==> src/rtl/decode_stage_pipe.sv <==
// -----------------------------------------------------------------------------
// decode_stage_pipe
//
// Decode stage between fetch and execute. It contains:
//   - the register bank, with a general write port C and a vector-byte write
//     port V that loads the top VEC_W bits of VEC_REG (lower bits cleared)
//   - the operand-address muxes (A: LINK_REG or Rp, B: VEC_REG or Rs,
//     C: LINK_REG or Rg_WB)
//   - a write-back bypass, so every read returns the post-write value
//   - immediate sign extension (imm16 or imm24)
//   - a registered ID/EX boundary with valid/stall/flush control
//
// Ports:
//   clk, rst          clock, synchronous active-high reset
//   in_valid          decode inputs valid this cycle
//   stall, flush      hold / squash the ID/EX register (flush wins)
//   sel_A/sel_B/sel_C register-address overrides
//   sel_ext           0: imm16, 1: imm24
//   WE_C, WE_V        write enables for ports C and V
//   PCmas4_In         PC+4 from fetch
//   Rp, Rs, Rg_In     source A, source B, destination being decoded
//   Rg_WB, DinC, DinV write-back address/data, vector byte
//   out_valid         ID/EX contents valid
//   PCmas4_Out, Rg_Out, DoA, DoB, immediato, srcA_q, srcB_q
//                     registered ID/EX contents
//   cuarenta          {DoA, top VEC_W bits of DoB}, combinational
// -----------------------------------------------------------------------------
module decode_stage_pipe #(
    parameter int DATA_W   = 32,
    parameter int NREG     = 16,
    parameter int ADDR_W   = 4,
    parameter int VEC_W    = 8,
    parameter int LINK_REG = 14,
    parameter int VEC_REG  = 15
) (
    input  logic                      clk,
    input  logic                      rst,
    input  logic                      in_valid,
    input  logic                      stall,
    input  logic                      flush,
    input  logic                      sel_A,
    input  logic                      sel_B,
    input  logic                      sel_C,
    input  logic                      sel_ext,
    input  logic                      WE_C,
    input  logic                      WE_V,
    input  logic [DATA_W-1:0]         PCmas4_In,
    input  logic [ADDR_W-1:0]         Rp,
    input  logic [ADDR_W-1:0]         Rs,
    input  logic [ADDR_W-1:0]         Rg_In,
    input  logic [ADDR_W-1:0]         Rg_WB,
    input  logic [15:0]               imm16,
    input  logic [23:0]               imm24,
    input  logic [DATA_W-1:0]         DinC,
    input  logic [VEC_W-1:0]          DinV,
    output logic                      out_valid,
    output logic [DATA_W-1:0]         PCmas4_Out,
    output logic [ADDR_W-1:0]         Rg_Out,
    output logic [DATA_W-1:0]         DoA,
    output logic [DATA_W-1:0]         DoB,
    output logic [DATA_W+VEC_W-1:0]   cuarenta,
    output logic [DATA_W-1:0]         immediato,
    output logic [ADDR_W-1:0]         srcA_q,
    output logic [ADDR_W-1:0]         srcB_q
);

    localparam logic [ADDR_W-1:0] LINK_ADDR = ADDR_W'(LINK_REG);
    localparam logic [ADDR_W-1:0] VEC_ADDR  = ADDR_W'(VEC_REG);

    logic [DATA_W-1:0] regs [NREG];

    logic [ADDR_W-1:0] dir_a;
    logic [ADDR_W-1:0] dir_b;
    logic [ADDR_W-1:0] dir_c;
    logic [DATA_W-1:0] vec_word;
    logic [DATA_W-1:0] rd_a;
    logic [DATA_W-1:0] rd_b;
    logic [DATA_W-1:0] refresh_a;
    logic [DATA_W-1:0] refresh_b;
    logic              hit_a;
    logic              hit_b;
    logic [DATA_W-1:0] imm_ext;

    // -------------------------------------------------------------------------
    // Helpers: does a write land on 'addr' this cycle, and what value does a
    // read of 'addr' see after this cycle's writes (C beats V beats storage).
    // -------------------------------------------------------------------------
    function automatic logic write_hit(
        input logic [ADDR_W-1:0] addr,
        input logic              we_c,
        input logic [ADDR_W-1:0] addr_c,
        input logic              we_v
    );
        return (we_c && (addr_c == addr)) || (we_v && (addr == VEC_ADDR));
    endfunction

    function automatic logic [DATA_W-1:0] bypass_read(
        input logic [ADDR_W-1:0] addr,
        input logic [DATA_W-1:0] stored,
        input logic              we_c,
        input logic [ADDR_W-1:0] addr_c,
        input logic [DATA_W-1:0] din_c,
        input logic              we_v,
        input logic [DATA_W-1:0] vec_val
    );
        logic [DATA_W-1:0] val;
        val = stored;
        if (we_c && (addr_c == addr)) begin
            val = din_c;
        end else if (we_v && (addr == VEC_ADDR)) begin
            val = vec_val;
        end
        return val;
    endfunction

    // -------------------------------------------------------------------------
    // Address muxes and vector-word formation
    // -------------------------------------------------------------------------
    assign dir_a    = sel_A ? LINK_ADDR : Rp;
    assign dir_b    = sel_B ? VEC_ADDR  : Rs;
    assign dir_c    = sel_C ? LINK_ADDR : Rg_WB;
    assign vec_word = {DinV, {(DATA_W-VEC_W){1'b0}}};

    // -------------------------------------------------------------------------
    // Register bank
    // -------------------------------------------------------------------------
    // Port C is written after port V, so when both target VEC_REG the later
    // non-blocking assignment (port C) is the one that sticks.
    always_ff @(posedge clk) begin
        if (rst) begin
            for (int i = 0; i < NREG; i++) begin
                regs[i] <= '0;
            end
        end else begin
            if (WE_V) begin
                regs[VEC_ADDR] <= vec_word;
            end
            if (WE_C) begin
                regs[dir_c] <= DinC;
            end
        end
    end

    // -------------------------------------------------------------------------
    // Bypassed reads: fresh decode operands and stall-time refresh of the
    // operands already held in ID/EX.
    // -------------------------------------------------------------------------
    always_comb begin
        rd_a      = bypass_read(dir_a,  regs[dir_a],  WE_C, dir_c, DinC, WE_V, vec_word);
        rd_b      = bypass_read(dir_b,  regs[dir_b],  WE_C, dir_c, DinC, WE_V, vec_word);
        refresh_a = bypass_read(srcA_q, regs[srcA_q], WE_C, dir_c, DinC, WE_V, vec_word);
        refresh_b = bypass_read(srcB_q, regs[srcB_q], WE_C, dir_c, DinC, WE_V, vec_word);
        hit_a     = write_hit(srcA_q, WE_C, dir_c, WE_V);
        hit_b     = write_hit(srcB_q, WE_C, dir_c, WE_V);
    end

    // -------------------------------------------------------------------------
    // Immediate extension
    // -------------------------------------------------------------------------
    always_comb begin
        if (sel_ext) begin
            imm_ext = {{(DATA_W-24){imm24[23]}}, imm24};
        end else begin
            imm_ext = {{(DATA_W-16){imm16[15]}}, imm16};
        end
    end

    // -------------------------------------------------------------------------
    // ID/EX boundary: rst > flush > stall > capture
    // -------------------------------------------------------------------------
    always_ff @(posedge clk) begin
        if (rst || flush) begin
            out_valid  <= 1'b0;
            PCmas4_Out <= '0;
            Rg_Out     <= '0;
            DoA        <= '0;
            DoB        <= '0;
            immediato  <= '0;
            srcA_q     <= '0;
            srcB_q     <= '0;
        end else if (stall) begin
            // Held operands must not go stale when write-back lands on the
            // registers they were read from.
            if (hit_a) begin
                DoA <= refresh_a;
            end
            if (hit_b) begin
                DoB <= refresh_b;
            end
        end else begin
            out_valid  <= in_valid;
            PCmas4_Out <= PCmas4_In;
            Rg_Out     <= Rg_In;
            DoA        <= rd_a;
            DoB        <= rd_b;
            immediato  <= imm_ext;
            srcA_q     <= dir_a;
            srcB_q     <= dir_b;
        end
    end

    assign cuarenta = {DoA, DoB[DATA_W-1 -: VEC_W]};

endmodule

==> config.mk <==
export PLATFORM = sky130hd
export DESIGN_NAME = decode_stage_pipe
export DESIGN_NICKNAME = d
export VERILOG_FILES = /design/src/rtl/decode_stage_pipe.sv
export SDC_FILE = /design/constraint.sdc
export NUM_CORES = 1
export LEC_CHECK = 0
export BUFFER_PORTS_ARGS = -buffer_cell sky130_fd_sc_hd__buf_2
export CORE_MARGIN = 8
export CORE_UTILIZATION = 54
export DETAILED_ROUTE_END_ITERATION = 10
export GPL_TIMING_DRIVEN = 0
export PLACE_DENSITY = 0.73
export SETUP_SLACK_MARGIN = 0.5
export SLEW_MARGIN = 10
export SYNTH_ARGS = -nofsm -noshare
export SYNTH_HDL_FRONTEND = slang
export SYNTH_SLANG_ARGS = --single-unit
==> constraint.sdc <==
create_clock -name clk -period 3.4 [get_ports clk]
set_input_delay 0.34 -clock clk [delete_from_list [all_inputs] [get_ports clk]]
set_output_delay 0.34 -clock clk [all_outputs]
set_load 0.01 [all_outputs]
Yosys cells after proc, flatten, opt, wreduce, memory -nomap -nowiden

Memory sizes are Yosys's and may differ from the RTL's. A register that Yosys moved wholly into a read port is not among the register bits.
Cells that the tools add are included.

Bits in registers: 141
Memory bits (writable): 512
Output and inout bits: 181
Word-level logic and storage cells: 68
Memories kept: 1

Memory list:

| name | words | width | read ports | clocked after memory_dff | write ports | line | source |
|---|---|---|---|---|---|---|---|
| regs | 16    | 32    | 4          | 2                        | 16          | 70   | `logic [DATA_W-1:0] regs [NREG];` |

Eq/ne operators: 11
Muxes and demuxes: 32
Bitwise gates (word level): 4
Reduce and logical (&&, ||, !) cells: 12

Operator list:

| cell               | count |
|---|---|
| $mux 32            | 15 |
| $mux 4             | 8 |
| $reduce_or 32->1   | 1 |
| $eq 4x4->1         | 4 |
| $eq 4x4->1 const B | 4 |
| $mux 1             | 9 |
| $logic_and 1x1->1  | 8 |
| $eq 4x4->1 const A | 1 |
| $ne 2x1->1 const B | 2 |
| $logic_or 1x1->1   | 3 |
| $and 1x1->1        | 2 |
| $not 1->1          | 1 |
| $or 1x1->1         | 1 |

Depth between registers and ports, before layout

Depth in word-level cells: 6
Gate-level depth with buffers: 10
Mapped depth without buffers: 6

Worst setup path after synthesis

No wires, ideal clock.

Path type: input-to-reg
Start point: input port sel_C
End point: memory regs[8][0], enable pin
Setup time: 0.375 ns
Data arrival time: 1.906 ns
Data required time: 3.025 ns
Slack: 1.120 ns
Stages: 6
Path buffers: 3
Cell sequence: buf_2 buf_6 or3_4 clkbuf_1 nor2_1 or2_2

RTL lines:

| element     | line | source |
|---|---|---|
| from (decl) | 43   | `input logic sel_C,` |
| to (decl)   | 70   |  |

Worst setup path in the final report

Start point: input port sel_A
End point: register DoA[14]

Longest elaborated chain between the ends: 6

RTL lines:

| element                                               | line | source |
|---|---|---|
| from (decl)                                           | 41   | `input logic sel_A,` |
| $mux 4 (*)                                            | 119  | `assign dir_a = sel_A ? LINK_ADDR : Rp;` |
| branches (longest 3 deep; another with $mem_v2 16x32) | --   |  |
| $mux 32 (*)                                           | 108  | `if (we_c && (addr_c == addr)) begin` |
| $mux 32 (*)                                           | 181  | `end else if (stall) begin` |
| to (signal assigned)                                  | 185  | `DoA <= refresh_a;` |
| to (signal assigned)                                  | 194  | `DoA <= rd_a;` |
| to (decl)                                             | 59   | `output logic [DATA_W-1:0] DoA,` |

Mark *: on every way between the ends.
A chain may end at the register's enable or synchronous reset.

==> impl_metrics.json <==
{
  "worstSetupEndpointType": "register",
  "timing.final.ws_setup_ns": 0.323,
  "clk_pin_slew_worst_paths_ns": 0.06,
  "synthArstFlopShare_pct": 0,
  "worst_slew_pin_slew_ns": 1.29,
  "crit_family": "simple AND/OR/NAND/NOR gates",
  "drtAntennaViolNets": 0,
  "cts_num_sinks": 645,
  "slowest_stage": "nor2_1",
  "antenna_found_initial": 13,
  "grt_pass1_vias": 29700,
  "gp_congestion": 1.01,
  "wire_per_inst_um": 31.0,
  "status": "finished, final reports clean",
  "synth_nets": 3434,
  "slew_viol_final": 0,
  "crit_type": "in2reg",
  "start_util_pct": 54.6,
  "row_count": 93,
  "crit_buf_inv": 2,
  "synth_cells": 3295,
  "clk-insertion-delay-late_ns": 0.63,
  "min_period_over_period_pct": 90.5,
  "drtIter0Drc": 4732,
  "r2r_slack_ns": 0.68,
  "vias_per_cell": 6.67,
  "cts_buffer_depth": 3,
  "vdd_drop_max_v": 0.000370,
  "min_from": "PCmas4_In[23]",
  "htreeDepth": 3,
  "ios": 320,
  "layout_common_cells": "edfxtp_1, and2_1, buf_2",
  "path_cells": "buf_2, nor2_1, nand2_1, clkbuf_1, a221o_1, o22ai_1, or3_1, a31oi_1",
  "routed_wl_mm": 144,
  "critPathLaunchType": "primary input",
  "slowest_delay_ns": 0.97,
  "die_h_um": 272,
  "holdWs_ns": 0.0232,
  "maxCapViolCount": 0,
  "cp_data_required_time_ns": 3.89,
  "drt-pass1-iter-count": 7,
  "vias": 30900,
  "numCtsBuffers": 72,
  "drc": 0,
  "post-synth-top-area-cell": "edfxtp_1",
  "post-synth-top-area-fraction_pct": 43.6,
  "finalHoldViolCount": 0,
  "io_buffers": 312,
  "nNetsFinal": 3854,
  "yosys_warnings": 0,
  "hold_path.class": "in2reg",
  "fin_util_pct": 63.0,
  "fmax_ghz": 0.325,
  "dpl.cell_count": 4463,
  "grt_pass1_wl_mm": 204,
  "dp_hpwl_mm": 102,
  "arrival_ns": 3.57,
  "synthToLayoutAreaGrowth_pct": 15.4,
  "power.total_mw": 20.0,
  "layout_commonest_cell": "edfxtp_1",
  "cts_setup_buffers": 0,
  "worstPathMaxFanout": 10,
  "startpoint": "sel_A",
  "synth_cell_type_count": 82,
  "postSynthAreaPerCell_um2": 10.7,
  "grt_max_degree": 33,
  "yosys-top-cells-area": "edfxtp_1, dfxtp_1, mux2i_1",
  "die_w_um": 272,
  "track_usage_pct": 37.4,
  "p_leak_nw": 15.5,
  "die_area_um2": 73800,
  "maxSlewHeadroom_pct": 14.3,
  "coreArea_um2": 64600,
  "synth_edf_count": 512,
  "rr_startpoint": "srcB_q[1]$_SDFFE_PP0N_",
  "synth_top_flop_cell": "edfxtp_1",
  "rsz0062_at_grt": "no",
  "gr-total-overflow": 0,
  "period_needed_ns": 3.08,
  "pre_cts_ws_ns": -0.335,
  "root_buffer": "clkbuf_16",
  "setup_violations": 0,
  "p_per_area_nw_per_um2": 491,
  "synth_area_um2": 35300,
  "skew_ns": 0.0241,
  "ys_ff_latch": 645,
  "ys_seq_area_share_pct": 51.1,
  "final_cells": 4638,
  "layout-drive-gt1-share_pct": 18.6,
  "cts_tree": "done"
}
[flip-flops by register name, summed over array words and instances (netlist names)]
name and flops:
regs 512, immediato 24, out_valid 1, DoA 32, srcB_q 4, PCmas4_Out 32
DoB 32, Rg_Out 4, srcA_q 4
[Yosys cell counts (all sizes together), types with 5 or more instances]
cell type	instances
a211oi	25
a21oi	173
a221o	24
a221oi	51
a22oi	40
a2bb2oi	7
a31oi	56
a32o	8
a32oi	28
and2	397
buf	168
clkbuf	201
dfxtp	133
edfxtp	512
inv	39
mux2	10
mux2i	248
mux4	71
nand2	291
nand2b	30
nand3	5
nand3b	7
nor2	219
nor2b	42
nor3	120
nor3b	27
o2111ai	8
o211ai	10
o21ai	111
o221ai	11
o22a	6
o22ai	61
o2bb2ai	24
o311ai	30
or2	24
or3	36
[what timing repair did]
action	4_1_cts	5_1_grt
hold buffers	33	0
cloned	0	0
endpoints found under the setup margin	36	126
hold endpoints to repair	33	0
resized for setup	4	21
[cell type report]
cell class / count / area, um2
fill: 5286 / 23900
sequential: 645 / 18000
multi-input combinational: 2241 / 15300
clock buffer: 100 / 2100
timing repair buffer: 346 / 1910
buffer: 369 / 1810
tap: 855 / 1070
clock inverter: 33 / 279
inverter: 40 / 150
antenna: 9 / 22.5
[worst register-to-register path: stages, from the launching register on]
cell,delay [ns]
dfxtp_1,0.36
nand2_1,0.11
or3_1,0.10
clkbuf_1,0.49
nand2_1,0.14
nor2_2,0.67
clkbuf_1,0.51
nand2_1,0.11
a21oi_1,0.16
[stage by stage]
step / setup TNS, ns / instance area (um2)
2_1_floorplan: 0 / 35300
3_3_place_gp: -22.13 / 37900
3_5_place_dp: -14.19 / 37900
4_1_cts: 0 / 40600
5_1_grt: 0 / 40700
6_report: 0 / 40700
[layer usage]
metal | GRT usage (%) | up-vias | share of wire, %
met5 | 0.986 | - | 0.071
met4 | 19.8 | 4 | 5.5
met3 | 14.1 | 476 | 16
met2 | 55.2 | 2685 | 43
met1 | 47.5 | 14800 | 36
li1 | - | 13000 | -
[worst paths after layout]
path	to	cells after the start
max	DoA[14]$_SDFFE_PP0P_	8
max reg2reg	DoB[11]$_SDFFE_PP0P_	8
min reg2reg	DoB[7]$_SDFFE_PP0P_	2
min	PCmas4_Out[23]$_SDFFE_PP0N_	3
[logic make-up (layout without fill, tap and decap cells)]
family / Yosys count / count (layout) / share of synthesized area, %
AOI/OAI and AO/OA: 698 / 698 / 13.6
xor gates and xnor gates: 4 / 4 / 0.0993
buffers and inverters: 409 / 888 / 5.54
DFF: 645 / 645 / 51.1
muxes: 329 / 329 / 11.9
other: 0 / 9 / 0
and+or+nand+nor: 1210 / 1210 / 17.7
[where the power goes]
part	switching [mW]	internal (mW)
sequential	0.279	8.94
combinational	1.86	0.950
clock	3.44	4.51
total	5.58	14.4
Note: power is estimated with default switching activity, not from simulation.
